===== src/rtl/energy_window_accum_if.sv =====
// ---------------------------------------------------------------------------
// energy_window_accum_if
// Bundles the sample stream, window control and result signals of
// energy_window_accum.
//   master : drives samples/control (i_in, q_in, in_valid, log2_len, start,
//            continuous), receives results
//   slave  : the accumulator itself; drives sum_out, shift_out, out_valid,
//            busy, overflow
// ---------------------------------------------------------------------------
interface energy_window_accum_if #(
    parameter int SAMPLE_W = 12,
    parameter int ACC_W    = 32
);
    logic signed [SAMPLE_W-1:0] i_in;
    logic signed [SAMPLE_W-1:0] q_in;
    logic                       in_valid;
    logic [4:0]                 log2_len;
    logic                       start;
    logic                       continuous;
    logic [ACC_W-1:0]           sum_out;
    logic [4:0]                 shift_out;
    logic                       out_valid;
    logic                       busy;
    logic                       overflow;

    modport master (
        output i_in, q_in, in_valid, log2_len, start, continuous,
        input  sum_out, shift_out, out_valid, busy, overflow
    );

    modport slave (
        input  i_in, q_in, in_valid, log2_len, start, continuous,
        output sum_out, shift_out, out_valid, busy, overflow
    );
endinterface


===== src/rtl/energy_window_accum.sv =====
// ---------------------------------------------------------------------------
// energy_window_accum
// Computes I^2+Q^2 per accepted sample and sums it over a window of 2^L
// samples. The saturated window sum and its L are presented to the
// divide-by-2^L barrel shifter downstream (sum_out -> data, shift_out ->
// shift amount).
// Ports:
//   clk    : system clock, rising edge
//   rst_n  : asynchronous active-low reset
//   bus    : energy_window_accum_if.slave
//            in : i_in, q_in, in_valid, log2_len, start, continuous
//            out: sum_out, shift_out, out_valid, busy, overflow
// Pipeline: accept edge registers the energy (E0), the next edge adds it to
// the accumulator (E1). Results of a window's last sample land at E1.
// ---------------------------------------------------------------------------
module energy_window_accum #(
    parameter int SAMPLE_W = 12,
    parameter int ACC_W    = 32,
    parameter int L_MAX    = 20
) (
    input  logic                 clk,
    input  logic                 rst_n,
    energy_window_accum_if.slave bus
);
    localparam int         E_W     = 2 * SAMPLE_W;
    localparam int         CNT_W   = (L_MAX > 0) ? L_MAX : 1;
    localparam logic [4:0] L_MAX_5 = 5'(L_MAX);

    typedef enum logic [1:0] {
        S_IDLE  = 2'd0,
        S_ACCUM = 2'd1,
        S_DRAIN = 2'd2
    } state_t;

    state_t             r_state;
    logic [4:0]         r_len;
    logic [CNT_W-1:0]   r_cnt;

    // E0 stage: registered energy plus tags for the sample it belongs to
    logic               r_e_valid;
    logic               r_e_last;
    logic [4:0]         r_e_shift;
    logic [E_W-1:0]     r_energy;

    // E1 stage: running window accumulator
    logic [ACC_W-1:0]   r_acc;
    logic               r_sticky;
    logic               r_acc_fresh;   // next energy starts a new window: load, not add

    // Registered outputs
    logic [ACC_W-1:0]   r_sum_out;
    logic [4:0]         r_shift_out;
    logic               r_out_valid;
    logic               r_busy;
    logic               r_overflow;

    logic [4:0]         w_len_clamped;
    logic signed [E_W-1:0] w_ii;
    logic signed [E_W-1:0] w_qq;
    logic [E_W-1:0]     w_energy;
    logic [31:0]        w_limit;
    logic               w_last;
    logic               w_accept;
    logic [ACC_W-1:0]   w_base;
    logic [ACC_W:0]     w_sum;
    logic               w_sat;
    logic [ACC_W-1:0]   w_acc_next;
    logic               w_sticky;

    assign w_len_clamped = (bus.log2_len > L_MAX_5) ? L_MAX_5 : bus.log2_len;

    // Both squares are non-negative and at most 2^(2*SAMPLE_W-2), so their
    // sum always fits in 2*SAMPLE_W unsigned bits.
    assign w_ii     = bus.i_in * bus.i_in;
    assign w_qq     = bus.q_in * bus.q_in;
    assign w_energy = $unsigned(w_ii) + $unsigned(w_qq);

    // Counter value of the last sample of the window: 2^L - 1
    assign w_limit  = (32'd1 << r_len) - 32'd1;
    assign w_last   = (32'(r_cnt) == w_limit);
    assign w_accept = (r_state == S_ACCUM) && bus.in_valid;

    // One extra carry bit detects wrap; saturate to all ones when it is set.
    assign w_base     = r_acc_fresh ? '0 : r_acc;
    assign w_sum      = {1'b0, w_base} + {{(ACC_W + 1 - E_W){1'b0}}, r_energy};
    assign w_sat      = w_sum[ACC_W];
    assign w_acc_next = w_sat ? '1 : w_sum[ACC_W-1:0];
    assign w_sticky   = (r_acc_fresh ? 1'b0 : r_sticky) | w_sat;

    always_ff @(posedge clk or negedge rst_n) begin
        if (!rst_n) begin
            r_state     <= S_IDLE;
            r_len       <= '0;
            r_cnt       <= '0;
            r_e_valid   <= 1'b0;
            r_e_last    <= 1'b0;
            r_e_shift   <= '0;
            r_energy    <= '0;
            r_acc       <= '0;
            r_sticky    <= 1'b0;
            r_acc_fresh <= 1'b1;
            r_sum_out   <= '0;
            r_shift_out <= '0;
            r_out_valid <= 1'b0;
            r_busy      <= 1'b0;
            r_overflow  <= 1'b0;
        end else begin
            r_out_valid <= 1'b0;
            r_e_valid   <= w_accept;

            // E0: capture energy of the accepted sample
            if (w_accept) begin
                r_energy  <= w_energy;
                r_e_last  <= w_last;
                r_e_shift <= r_len;
            end

            // E1: fold energy into the window; the last one publishes it
            if (r_e_valid) begin
                if (r_e_last) begin
                    r_sum_out   <= w_acc_next;
                    r_shift_out <= r_e_shift;
                    r_overflow  <= w_sticky;
                    r_out_valid <= 1'b1;
                    r_acc_fresh <= 1'b1;
                    r_sticky    <= 1'b0;
                end else begin
                    r_acc       <= w_acc_next;
                    r_sticky    <= w_sticky;
                    r_acc_fresh <= 1'b0;
                end
            end

            case (r_state)
                S_IDLE: begin
                    if (bus.start) begin
                        r_len       <= w_len_clamped;
                        r_cnt       <= '0;
                        r_acc_fresh <= 1'b1;
                        r_sticky    <= 1'b0;
                        r_busy      <= 1'b1;
                        r_state     <= S_ACCUM;
                    end
                end
                S_ACCUM: begin
                    if (w_accept) begin
                        if (w_last) begin
                            if (bus.continuous) begin
                                // Next window follows without a gap
                                r_cnt <= '0;
                                r_len <= w_len_clamped;
                            end else begin
                                r_state <= S_DRAIN;
                            end
                        end else begin
                            r_cnt <= r_cnt + CNT_W'(1);
                        end
                    end
                end
                S_DRAIN: begin
                    // Leave on the edge that publishes the last sample, so
                    // busy drops in the same cycle out_valid is high.
                    if (r_e_valid && r_e_last) begin
                        r_busy  <= 1'b0;
                        r_state <= S_IDLE;
                    end
                end
                default: begin
                    r_state <= S_IDLE;
                    r_busy  <= 1'b0;
                end
            endcase
        end
    end

    assign bus.sum_out   = r_sum_out;
    assign bus.shift_out = r_shift_out;
    assign bus.out_valid = r_out_valid;
    assign bus.busy      = r_busy;
    assign bus.overflow  = r_overflow;
endmodule


===== src/flat_wrapper.sv =====
// flat-port wrapper written by rule: the top's interface ports become plain ports
module energy_window_accum_flat 
#(
    parameter int SAMPLE_W = 12,
    parameter int ACC_W    = 32,
    parameter int L_MAX    = 20
)
  (clk, rst_n, bus_i_in, bus_q_in, bus_in_valid, bus_log2_len, bus_start, bus_continuous, bus_sum_out, bus_shift_out, bus_out_valid, bus_busy, bus_overflow);
  energy_window_accum_if #(.SAMPLE_W(SAMPLE_W), .ACC_W(ACC_W)) bus_i ();
  input  logic clk;
  input  logic rst_n;
  input wire logic [$bits(bus_i.i_in)-1:0] bus_i_in;
  input wire logic [$bits(bus_i.q_in)-1:0] bus_q_in;
  input wire logic [$bits(bus_i.in_valid)-1:0] bus_in_valid;
  input wire logic [$bits(bus_i.log2_len)-1:0] bus_log2_len;
  input wire logic [$bits(bus_i.start)-1:0] bus_start;
  input wire logic [$bits(bus_i.continuous)-1:0] bus_continuous;
  output wire logic [$bits(bus_i.sum_out)-1:0] bus_sum_out;
  output wire logic [$bits(bus_i.shift_out)-1:0] bus_shift_out;
  output wire logic [$bits(bus_i.out_valid)-1:0] bus_out_valid;
  output wire logic [$bits(bus_i.busy)-1:0] bus_busy;
  output wire logic [$bits(bus_i.overflow)-1:0] bus_overflow;
  assign bus_i.i_in = bus_i_in;
  assign bus_i.q_in = bus_q_in;
  assign bus_i.in_valid = bus_in_valid;
  assign bus_i.log2_len = bus_log2_len;
  assign bus_i.start = bus_start;
  assign bus_i.continuous = bus_continuous;
  assign bus_sum_out = bus_i.sum_out;
  assign bus_shift_out = bus_i.shift_out;
  assign bus_out_valid = bus_i.out_valid;
  assign bus_busy = bus_i.busy;
  assign bus_overflow = bus_i.overflow;
  energy_window_accum #(.SAMPLE_W(SAMPLE_W), .ACC_W(ACC_W), .L_MAX(L_MAX)) u_core (.clk(clk), .rst_n(rst_n), .bus(bus_i));
endmodule

===== config.mk =====
export PLATFORM = sky130hd
export DESIGN_NAME = energy_window_accum_flat
export DESIGN_NICKNAME = d
export VERILOG_FILES = /design/src/rtl/energy_window_accum_if.sv /design/src/rtl/energy_window_accum.sv /design/src/flat_wrapper.sv
export SDC_FILE = /design/constraint.sdc
export NUM_CORES = 1
export LEC_CHECK = 0
export ABC_CLOCK_PERIOD_IN_PS = 4470
export CAP_MARGIN = 20
export CORE_UTILIZATION = 64
export DETAILED_ROUTE_END_ITERATION = 8
export HOLD_SLACK_MARGIN = 0.1
export PLACE_DENSITY = 0.83
export RECOVER_POWER = 50
export SYNTH_ARGS = -nofsm -noshare
export SYNTH_HDL_FRONTEND = slang
export SYNTH_SLANG_ARGS = --single-unit

===== constraint.sdc =====
create_clock -name clk -period 4.47 [get_ports clk]
set_input_delay 0.894 -clock clk [delete_from_list [all_inputs] [get_ports clk]]
set_output_delay 0.894 -clock clk [all_outputs]
set_load 0.005 [all_outputs]

==> results of run 1 <==
## final timing paths
path                                              from  depth (start not counted)                              end
setup / recovery                           bus_q_in[6]                         26  u_core.r_energy[21]$_DFFE_PN0P_
hold / removal             u_core.r_acc[5]$_DFFE_PN0P_                          2      u_core.r_acc[5]$_DFFE_PN0P_
setup reg to reg           u_core.r_len[4]$_DFFE_PN0P_                         12      u_core.r_cnt[5]$_DFFE_PN0P_
hold reg to reg            u_core.r_acc[5]$_DFFE_PN0P_                          2      u_core.r_acc[5]$_DFFE_PN0P_
max in group asynchronous                        rst_n                          2  u_core.r_energy[20]$_DFFE_PN0P_
min in group asynchronous                        rst_n                          1      u_core.r_acc[3]$_DFFE_PN0P_
## state kept, by name, summed over array words and instances, names as in the netlist, 2 cells and up
| signal | cells |
|---|---|
| u_core.r_e_shift | 5 |
| u_core.bus.shift_out | 5 |
| u_core.r_cnt | 20 |
| u_core.bus.sum_out | 32 |
| u_core.r_len | 5 |
| u_core.r_energy | 24 |
| u_core.r_acc | 32 |
| u_core.r_state | 2 |
## cell type report
cell class                 count  area share (%)
clock buffer                  18            2.03
clock inverter                14           0.597
inverter                     368            6.55
multi-input combinational   1318            61.1
sequential                   132            15.3
tap                          341            1.98
timing repair buffer         304            12.5
## layer usage
| layer | vias to the layer above | track usage [%] | share of wire [%] |
|---|---|---|---|
| li1 | 6431 | - | - |
| met1 | 7072 | 41.9 | 39 |
| met2 | 596 | 58.0 | 51 |
| met3 | 159 | 3.85 | 5.8 |
| met4 | 0 | 12.8 | 4.3 |
| met5 | - | 0 | 0 |
## repair_timing
| action | in CTS | in global routing |
|---|---|---|
| gates resized for setup | 237 | 117 |
| buffers inserted | 35 | 22 |
| endpoints found under the setup margin | 19 | 19 |
| pin swaps | 79 | 85 |
| cloned | 1 | 0 |
## logic make-up after synthesis
family,count (synthesis)
and+or+nand+nor,535
buffers and inverters,439
adders and majority gates,403
AOI/OAI and AO/OA,271
DFF,132
xor gates and xnor gates,97
muxes,12
## cells in the mapped netlist, types with 10 or more instances
master	number	area (um2)
a211oi_1	11	82.6
a21o_1	20	150
a21oi_1	53	265
a31oi_1	11	68.8
and2_1	63	394
and3_1	13	81.3
buf_2	10	50.1
clkbuf_1	52	195
dfrtp_1	131	3280
fa_1	283	5670
ha_1	120	1500
inv_1	366	1370
nand2_1	216	811
nand2b_1	11	68.8
nand3_1	23	115
nand4_1	10	62.6
nor2_1	96	360
nor2b_1	51	319
nor3_1	14	70.1
o21a_1	13	97.6
o21ai_0	85	425
xnor2_1	55	482
xor2_1	42	368
## stage by stage
| step | cell area [um2] | hold WS (ns) | TNS (ns) | worst slack [ns] |
|---|---|---|---|---|
| floorplan | 17900 | 0.439 | -26.65 | -2.00 |
| global placement | 20000 | 0.450 | -43.05 | -2.72 |
| detailed placement | 20000 | 0.452 | -45.15 | -2.87 |
| CTS | 21200 | 0.477 | -27.63 | -1.91 |
| global route | 21600 | 0.500 | -31.46 | -2.19 |
| finish | 21600 | 0.476 | -28.69 | -2.04 |
## layout by cell type (no fill, tap or decap), drive strengths merged, types with 25 or more instances in the layout
| cell | count |
|---|---|
| ha | 120 |
| xnor2 | 55 |
| clkbuf | 25 |
| fa | 283 |
| a21oi | 53 |
| nor2 | 96 |
| nand2 | 216 |
| buf | 249 |
| xor2 | 42 |
| nor2b | 51 |
| dfrtp | 131 |
| inv | 370 |
| o21ai | 95 |
| clkdlybuf4s50 | 46 |
| and2 | 63 |
## worst max-delay path, stage by stage
cell and delay [ns]:
buf_2 0.11, buf_6 0.14, nand2_2 0.09, inv_1 0.06, fa_1 0.51, inv_2 0.05
fa_1 0.49, fa_1 0.60, inv_2 0.06, fa_1 0.52, fa_1 0.50, fa_1 0.51
inv_2 0.04, fa_1 0.46, inv_2 0.08, ha_4 0.14, buf_4 0.13, nor2_1 0.06
a21oi_2 0.20, a31oi_2 0.14, o31ai_2 0.33, a21oi_2 0.11, o21a_1 0.21, buf_4 0.13
xor2_1 0.13, o21ai_1 0.07
==> results by stage, run 1 <==
CTS:
- The clock tree root buffer cell is clkbuf_16.
- The H-tree depth reported by CTS is 4.
- After clock tree synthesis, the clock-pin slew on the worst setup and hold paths is 0.06 ns.
- The total CTS buffers is 17.
- The count of clock tree sinks is between 100 and 150.
- The maximum clock insertion buffer count is 2.
- The clock tree from TritonCTS is done.
- The number of hold buffers added after CTS was 0.
- The clock insertion delay at the later pin of the skew report is around 0.42 ns.

Global route:
- Global routing consumed, over all layers together, around 33% of the routing resources.
- The initial antenna violation count was 0.
- The first global-routing pass estimated 73300 um of wire.
- The via count of the first global-routing pass is around 15000.
- The overflow left after global routing is 0.
- Entering global routing, the biggest net connects 110 pins.

Detailed routing:
- The routed wirelength normalized by instance count is approximately 18 um.
- The number of design rule violations left after detail routing is 0.
- The count of routing violations after the opening detailed-route iteration is roughly 1000.
- The number of iterations in the first detailed-routing pass is 5.
- The via density per instance is ~5.7.
- The total via count after detailed routing is ~14000.
- The total length of routed wires is around 46000 um.
- The count of antenna-violating nets left after detailed routing is 0.

Cells and area:
- For this run, the post-layout net count is between 2000 and 3000.
- The register area is about 0.0033 mm2.
- In the final layout, the multi-input gates occupy 0.0132 mm2.
- The repair_antennas step left the layout with diodes totalling 0.
- Fill cells in the final layout number 1519.
- The share of final-layout standard cells stronger than drive strength 1 is between 20% and 30%.
- The end-of-flow core utilization is between 80 and 90%.
- The number of cells in the finished layout apart from fillers is about 2500.
- The signed area change from the synthesized netlist to the final layout is 23.7%.

Floorplan:
- The total area inside the core boundary comes to between 0.02 and 0.03 mm2.
- The floorplan step set the die width to 167 um.
- The count of boundary I/O pins is 74.
- The die extent in y is approximately 170 um.
- The die footprint is around 0.028 mm2.
- The initial cell density of the core is about 65%.
- The floorplan has 60 rows.

Timing:
- For the pin with the worst max-slew slack, the measured transition is 2.65 ns.
- The max-slew violation count was between 100 and 150.
- The hold violation count in the final report is 0.
- The minimum period implied by the final worst setup slack is between 6 and 7 ns.
- The total setup violations reported at the end of the flow is 19.
- The top achievable clock speed is roughly 150 MHz.
- The period utilization is 146%.
- The worst slew slack as a fraction of its limit is -76.5%.
- For the final database, setup skew stands at 0.0112 ns.
- Setup slack on the critical path of the routed design comes to -2.04 ns.
- Setup repair after global routing could not meet its margin everywhere.

Placed design:
- Detailed placement finished with a half-perimeter wire length of ~33000 um.
- The placer's final routability congestion estimate is roughly 0.98.
- The number of placed instances, taps included, is 2418.
- Buffers placed on the I/O ports in this run total 73.

Synthesis:
- For this run, asynchronously set or reset flops after synthesis account for 100%.
- The synthesized netlist devotes 9.88% of its cell area to compound gates.
- In this run, synthesis inferred 0 flip-flops with an integrated enable.
- The number of distinct library cell variants in the gate-level netlist after synthesis is 76.
- The mux share of post-synthesis cell area is less than 1%.
- In this run, synthesis produced a sequential element count of about 130.
- The number of warnings reported in the yosys synthesis log is 0.
- Synthesis produced a netlist with a net count of approximately 2300.
- The netlist area before placement is 0.0175 mm2.
- The sequential cell area fraction in the yosys report is a little under a fifth.
- The number of standard cells after synthesis is around 1900.
- The average cell area after synthesis is just over 9 um2.
- After Yosys synthesis, XOR and XNOR cells account for 4.87% of the synthesized area.
- The dominant combinational cell family by area after synthesis is adder cells.
- The simple logic cell fraction of the synthesized area is between 10% and 20%.
- The predominant post-synthesis flop cell is dfrtp_1.
- After Yosys synthesis, full adders, half adders and majority gates account for ~41% of the synthesized area.

Worst setup path:
- The data arrival time of the critical path is ~6.8 ns.
- The launching element type of the critical path is an input port.
- The required time at the endpoint of the critical path is roughly 4.8 ns.
- The setup path with the least slack is of type in -> reg.
- STA classifies the critical path endpoint as a flop.
- The setup check on the worst reg-to-reg path leaves a slack of 0.59 ns.
- The largest fanout on the critical path is 5.

Outcome:
- The flow ran to the end, but the final reports show violations.
- The final reports fail on max-capacitance violations, max-slew violations, negative setup slack.

Worst hold path:
- In this run the worst hold path is classified as reg -> reg.

Job:
- The tool flagged a number of max-cap violations equal to 1.
Power of run 1 is left out: the tool's default activity adds up to more than one toggle a clock period on the data nets, which glitch-free logic cannot reach.
==> run 2: changes to the inputs <==
--- a/config.mk
+++ b/config.mk
@@ -7,10 +7,10 @@
 export LEC_CHECK = 0
 export ABC_CLOCK_PERIOD_IN_PS = 4470
 export CAP_MARGIN = 20
-export CORE_UTILIZATION = 64
+export CORE_UTILIZATION = 30
 export DETAILED_ROUTE_END_ITERATION = 8
 export HOLD_SLACK_MARGIN = 0.1
-export PLACE_DENSITY = 0.83
+export PLACE_DENSITY = 0.45
 export RECOVER_POWER = 50
 export SYNTH_ARGS = -nofsm -noshare
 export SYNTH_HDL_FRONTEND = slang
==> results by stage, run 2 (synthesis gave the netlist of run 1 again) <==
Timing:
- The measured slew at the worst slew-check pin came to 2.56 ns (was 2.65 ns).
- The setup clock skew after layout is 0.0117 ns (was 0.0112 ns).
- The top achievable clock speed is 157 MHz (was 154 MHz).
- The smallest setup slack after layout came to -1.89 ns (was -2.04 ns).
- The total setup violations reported at the end of the flow is 18 (was 19).
- The worst hold slack is 0.469 ns (was 0.476 ns).
- The worst slew slack as a fraction of its limit is -70.6% (was -76.5%).
- The hold violation count in the final report is 0 (unchanged).
- The max-slew violation count is 102 (was 110).
- The minimum period implied by the final worst setup slack is 6.36 ns (was 6.51 ns).
- The period utilization is 142% (was 146%).
- Unrepaired setup endpoints after global routing: true (unchanged).

Global route:
- The via count of the first global-routing pass is 14400 (was 15000).
- The overflow left after global routing is 0 (unchanged).
- The initial antenna violation count is 0 (unchanged).
- The largest net degree at the start of global routing is 102 (was 110).
- The first-pass GRT wire length is 75200 um (was 73300 um).
- The total routing resource utilization after global routing is 15.9% (was 33.0%).

Placed design:
- The placer's final routability congestion estimate is 0.824 (was 0.980).
- The total instance count after detailed placement is 2862 (was 2418).
- The count of buffers inserted at the top-level ports is 73 (unchanged).
- The half-perimeter wire length after placement is 37600 um (was 33400 um).
- The instance area after placement is 0.0208 mm2 (was 0.0200 mm2).

Detailed routing:
- The via density per instance is 4.51 (was 5.71).
- The number of iterations in the first detailed-routing pass was 7 (was 5).
- The count of antenna-violating nets left after detailed routing is 0 (unchanged).
- The count of routing violations after the opening detailed-route iteration is 510 (was 972).
- The routed wirelength normalized by instance count came to 15.4 um (was 18.4 um).
- The number of design rule violations left after detail routing is 0 (unchanged).
- The total length of routed wires is 45400 um (was 45900 um).
- The total via count after detailed routing was 13300 (was 14300).

Outcome:
- Status: complete, but fails checks (unchanged).
- Violated checks: max-capacitance violations, max-slew violations, negative setup slack (unchanged).

Job:
- The count of max-cap constraint violations was 1 (unchanged).

Cells and area:
- The signed area change from the synthesized netlist to the final layout came to 28.6% (was 23.7%).
- The finished layout cell area came to 0.0224 mm2 (was 0.0216 mm2).
- The total inserted antenna cells is 0 (unchanged).
- The commonest non-fill, non-tap cell in the layout is inv_1 (unchanged).
- The count of fill cells added during filler insertion was 5847 (was 1519).
- The share of final-layout standard cells stronger than drive strength 1 is 23.5% (was 22.8%).
- The total number of nets in the final design is 2605 (was 2578).
- Commonest cells after routing, fill and taps aside: inv_1 (314), fa_1 (261), buf_4 (199) (was inv_1 (313), fa_1 (261), nand2_1 (188)).
- The number of cells in the finished layout apart from fillers is 2944 (was 2495).
- The end-of-flow core utilization is 39.0% (was 80.4%).

Worst hold path:
- The number of cells on the worst hold path is 2 (unchanged).
- The type of the most critical hold path is reg -> reg (unchanged).
- The worst min-delay path startpoint is u_core.bus.shift_out[1]$_DFFE_PN0P_ (was u_core.r_acc[5]$_DFFE_PN0P_).
- The worst hold endpoint is u_core.bus.shift_out[1]$_DFFE_PN0P_ (was u_core.r_acc[5]$_DFFE_PN0P_).

CTS:
- The clock insertion delay at the later pin of the skew report is 0.43 ns (was 0.42 ns).
- The maximum clock insertion buffer count is 2 (unchanged).
- The clock tree from TritonCTS is done (unchanged).
- The clock tree root buffer cell is clkbuf_16 (unchanged).
- The total CTS buffers is 17 (unchanged).
- The count of clock tree sinks was 132 (unchanged).
- The clock slew at the register clock pins of the worst setup and hold paths is 0.06 ns (about the same).
- The H-tree depth reported by CTS is 4 (unchanged).
- The quantity of hold-fixing buffers added after cts is 0 (unchanged).

Worst setup path:
- The critical path class is in -> reg (unchanged).
- The largest incremental delay on the critical path is 0.58 ns (was 0.60 ns).
- The largest fanout on the critical path is 5 (unchanged).
- Walking the worst path, the cells encountered are buf_4, buf_12, nand2_1, fa_1, fa_1, fa_2, inv_2, fa_1, fa_1, fa_1, inv_2, fa_1, inv_2, ha_4, a2111oi_4, o21ai_2, a31oi_2, o31ai_2, a21oi_2, o21a_1, o21ai_2, xnor2_1, o21ai_1.
- The startpoint of the most critical register-to-register path is u_core.r_acc_fresh$_DFF_PN1_ (was u_core.r_len[4]$_DFFE_PN0P_).
- The cell with the biggest individual delay on the critical path was fa_2 (was fa_1).
- The required time at the endpoint of the critical path is 4.77 ns (was 4.75 ns).
- The nature of the critical path endpoint is a flop (unchanged).
- The critical path launch point is bus_q_in[0] (was bus_q_in[6]).
- The data arrival time of the critical path is 6.67 ns (was 6.79 ns).
- The launching element type of the critical path is an input port (unchanged).
- The reg2reg setup slack is 0.54 ns (was 0.59 ns).
- The depth of the most critical reg-to-reg path came to 11 (was 12).
- The endpoint of the most critical register-to-register path is u_core.bus.sum_out[24]$_DFFE_PN0P_ (was u_core.r_cnt[5]$_DFFE_PN0P_).
- The dominant cell type by count on the critical path is fa_1 (unchanged).

Floorplan:
- The die footprint is 0.0592 mm2 (was 0.0279 mm2).
- The initial cell density of the core came to 30.3% (was 65.0%).
- The area inside the core boundary is 0.0576 mm2 (was 0.0269 mm2).
- The die extent in y was 243 um (was 167 um).
- The count of boundary I/O pins came to 74 (unchanged).
- The width of the die is 243 um (was 167 um).
- The cell row count is 88 (was 60).
==> run 2: repair_timing <==
item / CTS / global route
gates resized for setup: 200 / 116
pin swaps: 84 / 67
buffers inserted: 42 / 16
gates cloned: 2 / 0
endpoints found under the hold margin: 0 / 0
endpoints found under the setup margin: 20 / 19
==> run 2: critical path, delay by kind of cell <==
family | cells | cell delay [ns]
AOI/OAI and AO/OA | 8 | 1.27
xor gates and xnor gates | 1 | 0.16
adders and majority gates | 8 | 3.80
buffers and inverters | 5 | 0.40
and+or+nand+nor | 1 | 0.10
==> run 2: per-stage QoR <==
step	setup WS, ns	TNS [ns]
floorplan	-2.00	-26.65
global placement	-2.82	-43.92
detailed placement	-2.92	-44.94
CTS	-2.03	-28.67
global route	-2.10	-31.03
finish	-1.89	-27.51
==> run 2: worst max-delay path by stage <==
stage	to	cells after the start
6_report	u_core.r_energy[23]$_DFFE_PN0P_	23
3_5_place_dp	u_core.r_energy[23]$_DFFE_PN0P_	23
4_1_cts	u_core.r_energy[22]$_DFFE_PN0P_	26
5_1_grt	u_core.r_energy[23]$_DFFE_PN0P_	26
3_3_place_gp	u_core.r_energy[23]$_DFFE_PN0P_	23
2_1_floorplan	u_core.r_energy[23]$_DFFE_PN0P_	21
==> run 2: area by class of cell <==
cell class / instances / area [um2] / area share [%]
clock buffers: 21 / 450 / 2.01
clock inverters: 9 / 130 / 0.580
inverters: 368 / 1400 / 6.25
multi-input cells: 1318 / 13200 / 58.8
flip-flops and latches: 132 / 3300 / 14.7
well taps: 765 / 957 / 4.26
repair buffers: 331 / 2990 / 13.3
==> run 2: per-layer routing <==
metal  vias up  track usage, %  share of wire (%)
met3        30            1.34                1.9
li1       6503               -                  -
met5         -               0                  0
met4         0            3.70                1.2
met2       163            28.9                 52
met1      6574            20.3                 45
Power of run 2 is left out for the same reason.
